**config.mk**
```make
export PLATFORM = sky130hd
export DESIGN_NAME = uart_imem_loader
export DESIGN_NICKNAME = d
export VERILOG_FILES = /design/src/rtl/loader_pkg.sv /design/src/rtl/uart_rx_byte.sv /design/src/rtl/uart_imem_loader.sv
export SDC_FILE = /design/constraint.sdc
export NUM_CORES = 1
export LEC_CHECK = 0
export BUFFER_PORTS_ARGS = -buffer_cell sky130_fd_sc_hd__buf_2
export CORE_MARGIN = 10
export CORE_UTILIZATION = 40
export DETAILED_ROUTE_END_ITERATION = 16
export GPL_TIMING_DRIVEN = 0
export SLEW_MARGIN = 20
export SYNTH_ARGS = -nofsm -noshare
export SYNTH_HDL_FRONTEND = slang
export SYNTH_SLANG_ARGS = --single-unit
```
**constraint.sdc**
```tcl
create_clock -name clk -period 3.1 [get_ports clk]
set_input_delay 0 -clock clk [delete_from_list [all_inputs] [get_ports clk]]
set_output_delay 0 -clock clk [all_outputs]
set_load 0.005 [all_outputs]
```
**src/rtl/loader_pkg.sv**
```systemverilog
// Shared types and constants for the UART instruction-memory loader:
// frame FSM / receiver state encodings and bit-timer sizing helpers.
package loader_pkg;

   typedef enum logic [2:0] {
      S_SYNC = 3'd0,
      S_LEN  = 3'd1,
      S_DATA = 3'd2,
      S_CSUM = 3'd3,
      S_DONE = 3'd4,
      S_ERR  = 3'd5
   } state_e;

   typedef enum logic [1:0] {
      RX_IDLE  = 2'd0,
      RX_START = 2'd1,
      RX_DATA  = 2'd2,
      RX_STOP  = 2'd3
   } rx_state_e;

   localparam logic [7:0] SYNC_BYTE_DEF = 8'hA5;

   function automatic int bit_cnt_of(input int clk_hz, input int baud);
      return clk_hz / baud;
   endfunction

   function automatic int half_cnt_of(input int bit_cnt);
      return bit_cnt / 2;
   endfunction

   // Width of a counter that must hold values 0 .. n-1.
   function automatic int cnt_width(input int n);
      return (n <= 2) ? 1 : $clog2(n);
   endfunction

endpackage

```
**src/rtl/uart_rx_byte.sv**
```systemverilog
// 8N1 UART byte receiver: 2-flop synchronizer, mid-bit sampling timer,
// LSB-first shift register, one-cycle rx_valid / rx_ferr pulses.
module uart_rx_byte
   import loader_pkg::*;
#(
   parameter int BIT_CNT = 16
) (
   input  logic       clk,
   input  logic       rst_n,
   input  logic       uart_rx,
   output logic       rx_valid,
   output logic [7:0] rx_byte,
   output logic       rx_ferr
);

   localparam int CNT_W = cnt_width(BIT_CNT);
   localparam logic [CNT_W-1:0] BIT_LAST  = CNT_W'(BIT_CNT - 1);
   localparam logic [CNT_W-1:0] HALF_LAST = CNT_W'(half_cnt_of(BIT_CNT) - 1);

   rx_state_e        state_q, state_d;
   logic [2:0]       sync_q, sync_d;   // [1:0] synchronizer, [2] previous sample
   logic [CNT_W-1:0] cnt_q, cnt_d;
   logic [2:0]       bit_q, bit_d;
   logic [7:0]       sh_q, sh_d;
   logic             rx_s, fall_s;

   assign rx_s    = sync_q[1];
   assign fall_s  = sync_q[2] & ~sync_q[1];
   assign rx_byte = sh_q;

   always_ff @(posedge clk) begin
      if (!rst_n) begin
         state_q <= RX_IDLE;
         sync_q  <= 3'b111;
         cnt_q   <= '0;
         bit_q   <= 3'd0;
         sh_q    <= 8'h00;
      end else begin
         state_q <= state_d;
         sync_q  <= sync_d;
         cnt_q   <= cnt_d;
         bit_q   <= bit_d;
         sh_q    <= sh_d;
      end
   end

   always_comb begin
      sync_d   = {sync_q[1:0], uart_rx};
      state_d  = state_q;
      cnt_d    = cnt_q + CNT_W'(1);
      bit_d    = bit_q;
      sh_d     = sh_q;
      rx_valid = 1'b0;
      rx_ferr  = 1'b0;
      case (state_q)
         RX_IDLE: begin
            cnt_d = '0;
            if (fall_s) state_d = RX_START;
            else        state_d = RX_IDLE;
         end
         RX_START: begin
            // Mid start bit: a high line here was only a glitch.
            if (cnt_q == HALF_LAST) begin
               cnt_d   = '0;
               bit_d   = 3'd0;
               state_d = rx_s ? RX_IDLE : RX_DATA;
            end else begin
               state_d = RX_START;
            end
         end
         RX_DATA: begin
            if (cnt_q == BIT_LAST) begin
               cnt_d   = '0;
               sh_d    = {rx_s, sh_q[7:1]};
               bit_d   = bit_q + 3'd1;
               state_d = (bit_q == 3'd7) ? RX_STOP : RX_DATA;
            end else begin
               state_d = RX_DATA;
            end
         end
         RX_STOP: begin
            if (cnt_q == BIT_LAST) begin
               cnt_d    = '0;
               rx_valid = rx_s;
               rx_ferr  = ~rx_s;
               state_d  = RX_IDLE;
            end else begin
               state_d = RX_STOP;
            end
         end
         default: state_d = RX_IDLE;
      endcase
   end

endmodule

```
**src/rtl/uart_imem_loader.sv**
```systemverilog
// Boot loader: receives a framed, XOR-checksummed program image over UART and
// writes little-endian 32-bit words into instruction RAM, holding the core until verified.
module uart_imem_loader
   import loader_pkg::*;
#(
   parameter int         CLK_HZ      = 100_000_000,
   parameter int         BAUD        = 115200,
   parameter int         ADDR_W      = 8,
   parameter logic [7:0] SYNC_BYTE   = SYNC_BYTE_DEF,
   parameter int         TIMEOUT_CYC = 1_000_000
) (
   input  logic              clk,
   input  logic              rst_n,
   input  logic              uart_rx,
   output logic              im_we,
   output logic [ADDR_W-1:0] im_addr,
   output logic [31:0]       im_wdata,
   output logic              cpu_hold,
   output logic              done,
   output logic              err
);

   localparam int BIT_CNT = bit_cnt_of(CLK_HZ, BAUD);
   localparam int TMO_W   = $clog2(TIMEOUT_CYC + 1);
   localparam logic [TMO_W-1:0] TMO_LAST = TMO_W'(TIMEOUT_CYC - 1);

   state_e            state_q, state_d;
   logic [ADDR_W:0]   len_q, len_d;
   logic [ADDR_W:0]   widx_q, widx_d;
   logic [1:0]        bidx_q, bidx_d;
   logic [31:0]       buf_q, buf_d;
   logic [7:0]        csum_q, csum_d;
   logic [TMO_W-1:0]  tmo_q, tmo_d;
   logic              we_q, we_d;
   logic [ADDR_W-1:0] addr_q, addr_d;
   logic [31:0]       wdata_q, wdata_d;
   logic              hold_q, hold_d;
   logic              done_q, done_d;
   logic              err_q, err_d;

   logic       rx_valid, rx_ferr;
   logic [7:0] rx_byte;
   logic       frame_s, timeout_s, sync_s;

   uart_rx_byte #(.BIT_CNT(BIT_CNT)) u_rx (
      .clk      (clk),
      .rst_n    (rst_n),
      .uart_rx  (uart_rx),
      .rx_valid (rx_valid),
      .rx_byte  (rx_byte),
      .rx_ferr  (rx_ferr)
   );

   assign im_we    = we_q;
   assign im_addr  = addr_q;
   assign im_wdata = wdata_q;
   assign cpu_hold = hold_q;
   assign done     = done_q;
   assign err      = err_q;

   always_ff @(posedge clk) begin
      if (!rst_n) begin
         state_q <= S_SYNC;
         len_q   <= '0;
         widx_q  <= '0;
         bidx_q  <= 2'd0;
         buf_q   <= 32'h0;
         csum_q  <= 8'h00;
         tmo_q   <= '0;
         we_q    <= 1'b0;
         addr_q  <= '0;
         wdata_q <= 32'h0;
         hold_q  <= 1'b1;
         done_q  <= 1'b0;
         err_q   <= 1'b0;
      end else begin
         state_q <= state_d;
         len_q   <= len_d;
         widx_q  <= widx_d;
         bidx_q  <= bidx_d;
         buf_q   <= buf_d;
         csum_q  <= csum_d;
         tmo_q   <= tmo_d;
         we_q    <= we_d;
         addr_q  <= addr_d;
         wdata_q <= wdata_d;
         hold_q  <= hold_d;
         done_q  <= done_d;
         err_q   <= err_d;
      end
   end

   always_comb begin
      state_d   = state_q;
      len_d     = len_q;
      widx_d    = widx_q;
      bidx_d    = bidx_q;
      buf_d     = buf_q;
      csum_d    = csum_q;
      we_d      = 1'b0;
      addr_d    = addr_q;
      wdata_d   = wdata_q;
      frame_s   = (state_q == S_LEN) || (state_q == S_DATA) || (state_q == S_CSUM);
      sync_s    = rx_valid && (rx_byte == SYNC_BYTE);
      tmo_d     = (frame_s && !rx_valid) ? tmo_q + TMO_W'(1) : '0;
      timeout_s = frame_s && !rx_valid && (tmo_q == TMO_LAST);
      case (state_q)
         S_SYNC, S_ERR: begin
            if (sync_s) begin
               state_d = S_LEN;
               csum_d  = 8'h00;
               widx_d  = '0;
               bidx_d  = 2'd0;
            end else begin
               state_d = state_q;
            end
         end
         S_LEN: begin
            if (rx_valid) begin
               // A zero length byte means a full memory image.
               len_d   = (rx_byte == 8'h00) ? {1'b1, {ADDR_W{1'b0}}} : (ADDR_W + 1)'(rx_byte);
               state_d = S_DATA;
            end else begin
               state_d = S_LEN;
            end
         end
         S_DATA: begin
            if (rx_valid) begin
               buf_d  = {rx_byte, buf_q[31:8]};
               csum_d = csum_q ^ rx_byte;
               bidx_d = bidx_q + 2'd1;
               if (bidx_q == 2'd3) begin
                  we_d    = 1'b1;
                  addr_d  = widx_q[ADDR_W-1:0];
                  wdata_d = {rx_byte, buf_q[31:8]};
                  widx_d  = widx_q + (ADDR_W + 1)'(1);
               end else begin
                  we_d = 1'b0;
               end
            end else if (we_q && (widx_q == len_q)) begin
               // Leave only after the final strobe so im_we never overlaps S_CSUM.
               state_d = S_CSUM;
            end else begin
               state_d = S_DATA;
            end
         end
         S_CSUM: begin
            if (rx_valid) state_d = (rx_byte == csum_q) ? S_DONE : S_ERR;
            else          state_d = S_CSUM;
         end
         S_DONE:  state_d = S_DONE;
         default: state_d = S_SYNC;
      endcase
      if (frame_s && (rx_ferr || timeout_s)) begin
         state_d = S_ERR;
      end else begin
         state_d = state_d;
      end
      done_d = (state_d == S_DONE);
      hold_d = (state_d != S_DONE);
      err_d  = (state_d == S_ERR);
   end

endmodule
```
## Word level (Yosys, flattened, before mapping)

Index checks and enable logic that the tools add are counted.

- Add/sub/neg operators: 5
- Multipliers: 0
- Div/mod/pow operators: 0
- Order comparisons: 0
- Eq/ne operators: 24
- Shift-type cells: 0
- Mux-type cells: 37
- Bitwise gates (word level): 3
- Reduce and logical (&&, ||, !) cells: 25

Operator list:

| operator | number |
|---|---|
| 2-to-1 mux 9 bit | 4 |
| case mux 10 bit (3 select lines) | 1 |
| adder 20 x 1 -> 20 bit, second input constant | 1 |
| == test 20 bit, second input constant | 1 |
| 2-to-1 mux 10 bit | 2 |
| 2-to-1 mux 3 bit | 6 |
| case mux 9 bit (2 select lines) | 1 |
| 2-to-1 mux 8 bit | 2 |
| case mux 8 bit (2 select lines) | 1 |
| == test 3 bit, second input constant | 5 |
| case mux 3 bit (5 select lines) | 1 |
| 2-to-1 mux 2 bit | 7 |
| AND reduction 3 bit | 4 |
| adder 10 x 1 -> 10 bit, second input constant | 1 |
| == test 10 bit, second input constant | 1 |
| == test 10 x 9 -> 1 bit, second input constant | 1 |
| adder 9 x 1 -> 9 bit, second input constant | 1 |
| == test 9 bit | 1 |
| 2-to-1 mux 1 bit | 9 |
| == test 8 bit | 1 |
| == test 8 bit, second input constant | 1 |
| zero test 8 bit | 1 |
| case mux 2 bit (4 select lines) | 1 |
| AND reduction 2 bit | 4 |
| 22 further kinds | 36 |

- Flip-flop bits (word level): 153
- Latch bits: 0
- RAM bits: 0
- Bits in read-only memories: 0
- Input bits: 3
- Memories: 0

## Logic depth before layout (Yosys ltp)

- Depth in word-level cells: 10
- Mapped depth: 9
- Depth with buffers taken out: 8

## Modules after synthesis

A second synthesis with hierarchy kept.

- Cell total of the unflattened synthesis: 706
- Area total of the unflattened synthesis: 6117.1 um^2

Modules (own cells, without submodules):

| module | instances | cells each | area each (um^2) |
|---|---|---|---|
| uart_imem_loader | 1 | 589 | 4969.8 |
| uart_rx_byte | 1 | 117 | 1147.4 |

## Least setup slack after synthesis

No wires, ideal clock.

- Path type: register to register
- From: register u_rx.cnt_q[0]
- To: register addr_q[0] (netlist: im_addr[0])
- Library setup time: 116 ps
- Arrival: 2098 ps
- Required time: 2984 ps
- Setup slack: 886 ps
- Stages on the path, launching flop included: 10
- Buffers on the path: 2
- Cells stage by stage: dfxtp_1 ha_1 inv_1 or4_1 clkbuf_1 nor3_2 nand2_1 clkbuf_1 nand2_1 a21boi_1

- Cells in the longest elaborated chain, start to end: 4

Ends and longest elaborated chain:

| item | line | text |
|---|---|---|
| start: declaration | uart_rx_byte.sv:22 | `logic [CNT_W-1:0] cnt_q, cnt_d;` |
| start signal: assignment | uart_rx_byte.sv:41 | `cnt_q <= cnt_d;` |
| == test 10 bit | uart_rx_byte.sv:82 | `if (cnt_q == BIT_LAST) begin` |
| 2-to-1 mux 1 bit | uart_rx_byte.sv:82 |  |
| 2-to-1 mux 1 bit | uart_rx_byte.sv:55 | `case (state_q)` |
| AND reduction 3 bit (no source line) | - |  |
| end signal: assignment | uart_imem_loader.sv:85 | `addr_q <= addr_d;` |
| end: declaration | uart_imem_loader.sv:35 | `logic [ADDR_W-1:0] addr_q, addr_d;` |

No other way between the ends.
A chain may end at the register's enable or synchronous reset.

## Worst setup path after layout

- From: register u_rx.cnt_q[0]
- To: register wdata_q[1] (netlist: im_wdata[1])

- Cells in the longest elaborated chain, start to end: 4

Ends and longest elaborated chain:

| item | line | text |
|---|---|---|
| == test 10 bit | uart_rx_byte.sv:82 |  |
| 2-to-1 mux 1 bit | uart_rx_byte.sv:82 |  |
| 2-to-1 mux 1 bit | uart_rx_byte.sv:55 |  |
| AND reduction 3 bit (no source line) | - |  |
| end signal: assignment | uart_imem_loader.sv:86 | `wdata_q <= wdata_d;` |
| end: declaration | uart_imem_loader.sv:36 | `logic [31:0] wdata_q, wdata_d;` |

No other way between the ends.

==> impl_summary.log <==
INFO  metric clk_latency = around 0.43 ns
INFO  metric relative_max_transition_margin = around 43%
INFO  metric cp_top_family = simple AND/OR/NAND/NOR gates
INFO  metric hpwl = ~10 mm
INFO  metric timing.clock.skew = between 0.006 and 0.007 ns
INFO  metric vdd_ir_drop_max = between 0.3 and 0.4 mV
INFO  metric floorplan.die.width = between 100 and 150 µm
INFO  metric postSynth.asyncResetShare = 0%
INFO  metric yosys_warnings = 0
INFO  metric timing.critical_path.slowest_stage_cell = or4_1
INFO  metric design_power_total = a little over 4000 µW
INFO  metric initial_utilization = between 40% and 50%
INFO  metric cts_buffer_depth = 2
INFO  metric ff2ff_setup_slack = about 0.26 ns
INFO  metric via_count = ~5000
INFO  metric overflow = 0
INFO  metric cp_cell_sequence = ha_1 > inv_1 > or4_1 > clkbuf_1 > nor3_2 > nand2_1 > clkbuf_1 > nand2_1 > a21boi_1
INFO  metric part_of_the_total_power_dissipated_in_combinational_logic = under 10%
INFO  metric result_of_the_run = complete, no violations
INFO  metric htree_levels = 4
INFO  metric drt-total-wl = approximately 15 mm
INFO  metric synth_area_per_cell = between 8 and 9 µm²
INFO  metric areaGrowthSynthToFinish = 17.6%
INFO  metric clk_transition_reported_paths = 0.06 ns
INFO  metric die_height = 144 µm
INFO  metric worst-slew-pin-transition = roughly 0.84 ns
INFO  metric drv_cap = 0
INFO  metric timing.critical_path.slowest_cell_delay = between 0.5 and 0.6 ns
INFO  metric clock_network_fraction_of_total_power = 52.4%
INFO  metric place_congestion = around 0.83
INFO  metric global_route.peak_usage_layer = met2
INFO  metric ys.flop_type = dfxtp_1
INFO  metric grt.met1_usage = between 10% and 20%
INFO  metric yosysTopAreaCellShare = 46.8%
INFO  metric globalRouteTotalUtil = around 14%
INFO  metric synthesis.nets = about 750
INFO  metric place_area = between 6000 and 7000 µm²
INFO  metric p_switching = between 800 and 900 µW
INFO  metric pin_count_of_the_biggest_net_entering_global_routing = 17
INFO  metric fill_cells = about 1400
INFO  metric routed_len_inst = 14.5 µm
INFO  metric route.detailed.vias_per_inst = a little over 5
INFO  metric startpoint = u_rx.cnt_q[0]$_SDFF_PN0_
INFO  metric hp-class = input pin to flip-flop
INFO  metric synth_edf_count = 0
INFO  metric netlist_instances = around 740
INFO  metric postSynthRegisterBits = roughly 150
INFO  metric synthDominantAreaCellType = dfxtp_1
INFO  metric synth_cell_types = 42
INFO  metric grt_antenna_before_repair = 0
INFO  metric cts.sink_count = ~150
INFO  metric setup-tns-final = 0 ns
INFO  metric maxSlewViolCount = 0
INFO  metric final.min_clock_period = 2.84 ns
INFO  metric worstSetupStartpointType = flip-flop
INFO  metric final_cells = ~1000
INFO  metric fin_area = approximately 7300 µm²
INFO  metric worstHoldStart = rst_n
INFO  metric drcViolationCount = 0
INFO  metric grt.met2_usage = 22.8%
INFO  metric clk_root_buffer_cell = clkbuf_16
INFO  metric remaining_antenna_violation_count_after_routing = 0
INFO  metric criticalPathCategory = flip-flop to flip-flop
INFO  metric dp_cells = slightly below 1000
INFO  metric fp-row-count = between 40 and 50
INFO  metric worstPathBufferInverterCount = 3
INFO  metric worstPathArrival = between 3 and 4 ns
INFO  metric synth.yosys.seq_area_share = between 40% and 50%
INFO  metric period_share = 91.5%
INFO  metric mappedNetlistArea = about 6200 µm²
INFO  metric path_max_fanout = 10
INFO  metric post_cts.repair.setup_buffers = 0
INFO  metric die_area = ~21000 µm²
INFO  metric final_stage_net_count = roughly 800
INFO  metric power.static_leakage = ~0.0026 µW
INFO  metric i_o_pin_total = between 40 and 50
INFO  metric hold-worst-slack = approximately 0.094 ns
INFO  metric power.share.sequential = between 40 and 50%
INFO  metric timing.final.hold_violations = 0
INFO  metric first_pass_iters = 4
INFO  metric critPathCaptureType = flip-flop
INFO  metric dominant_cells_by_area_after_synthesis = dfxtp_1 (47%), nand2_1 (11%), a21boi_1 (9.3%)
INFO  metric r2r-start = u_rx.cnt_q[0]$_SDFF_PN0_
INFO  metric antenna_cells = 0
INFO  metric drive_gt1_share = between 10% and 20%
INFO  metric grt_first_pass_wirelength = ~24 mm
INFO  metric swShare = between 20% and 30%
INFO  metric core = approximately 15000 µm²
INFO  metric required = 3.41 ns
INFO  metric internal_power = ~3200 µW
INFO  metric gr-usage-met3 = 3.41%
INFO  metric fmaxAchievable = around 350 MHz
INFO  metric num_cts_buffers = 17
INFO  metric setup_viol = 0
INFO  metric port_buffer_count = 46
INFO  metric clock_tree_from_tritoncts = yes
INFO  metric vias_in_the_first_global_route = 4935
INFO  metric power_density = ~550 nW/µm²
INFO  metric initialDrtViolationCount = roughly 290
INFO  metric grt_setup_unrepaired = no
## sequential cells by signal, indices dropped and copies added, names as in the netlist
signal        flops
u_rx.state_q      2
cpu_hold          1
im_we             1
im_addr           8
bidx_q            2
u_rx.bit_q        3
err               1
u_rx.cnt_q       10
csum_q            8
u_rx.rx_byte      8
tmo_q            20
u_rx.sync_q       3
state_q           3
im_wdata         32
len_q             9
buf_q            24
done              1
widx_q            9
## metal layers
layer / up-vias / part of all wire (%)
met4: 0 / 2.2
met3: 22 / 4.4
met5: - / 0
li1: 2605 / -
met2: 80 / 45
met1: 2362 / 48
## final cells by class
type	count	area (µm²)	share of cell area (%)
Sequential cell	145	2900	39.8
Multi-Input combinational cell	538	3080	42.3
Timing Repair Buffer	47	240	3.30
Tap cell	188	235	3.23
Inverter	10	37.5	0.515
Clock buffer	21	460	6.32
Clock inverter	11	154	2.11
Buffer	44	173	2.37
## cells by family after synthesis
family / count (synthesis) / share of synthesized area, %
xor+xnor: 45 / 6.36
mux: 1 / 0.162
flops: 145 / 46.8
simple gates: 352 / 26.3
fa+ha+maj: 11 / 2.22
compound gates: 129 / 14.7
buf+inv: 54 / 3.39
## stage by stage
stage / worst slack, ns / utilization [%]
finish: 0.263 / 47.9
global route: 0.00547 / 47.9
CTS: 0.206 / 47.9
detailed placement: 0.205 / 43.8
global placement: 0.217 / 43.8
floorplan: 0.886 / -
## layout by cell type, fill, tap and decap left out, types with 12 or more instances in the layout
master and instances:
nand2_1 182, dfxtp_1 145, a21boi_1 77, buf_2 52, nor2_1 48, clkbuf_1 40, nand3_1 28, xnor2_1 23
xor2_1 22, nor2b_1 21, clkbuf_16 17, nor3_1 12, o21ai_1 12
## synthesized netlist by cell type (5+ instances only)
library cell,instances
xor2_1,22
a21boi_0,8
dfxtp_1,145
ha_1,11
buf_2,6
or3_1,5
nor2b_1,21
inv_1,10
and3_1,7
nor2_1,48
nor3b_1,6
nand3_1,28
nand2b_1,11
a21oi_1,9
xnor2_1,23
nand4_1,10
clkbuf_1,38
nand2_1,182
a21boi_1,77
o21ai_1,12
a22oi_1,7
o21ai_0,5
nor3_1,12
nor4_1,8
## power groups by stage
| stage | Combinational, µW | Sequential, µW | Clock (µW) |
|---|---|---|---|
| after floorplan | 38.1 | 1910 | 0 |
| after global placement | 53.8 | 1910 | 0 |
| after detailed placement | 54.9 | 1910 | 0 |
| after CTS | 56.6 | 1870 | 2150 |
| after global routing | 60.4 | 1870 | 2240 |
| final | 56.0 | 1870 | 2110 |
## final timing paths
check | to | cells past startpoint
hold / removal | cpu_hold$_SDFF_PN1_ | 3
setup reg to reg | im_wdata[1]$_SDFFE_PN0P_ | 9
hold reg to reg | u_rx.sync_q[1]$_SDFF_PN1_ | 1
setup / recovery | im_wdata[1]$_SDFFE_PN0P_ | 9
## worst register-to-register path, delay by kind of cell (launching register included)
| family | cells | cell delay (ns) |
|---|---|---|
| fa+ha+maj | 1 | 0.24 |
| simple gates | 4 | 1.47 |
| flops | 1 | 0.39 |
| buf+inv | 3 | 0.56 |
| compound gates | 1 | 0.07 |
## repair_timing
item                                   in CTS  in global routing
gates resized for setup                     0                  0
endpoints found under the hold margin       1                  0
hold buffers                                1                  0
Power figures use the tool's default switching activity.
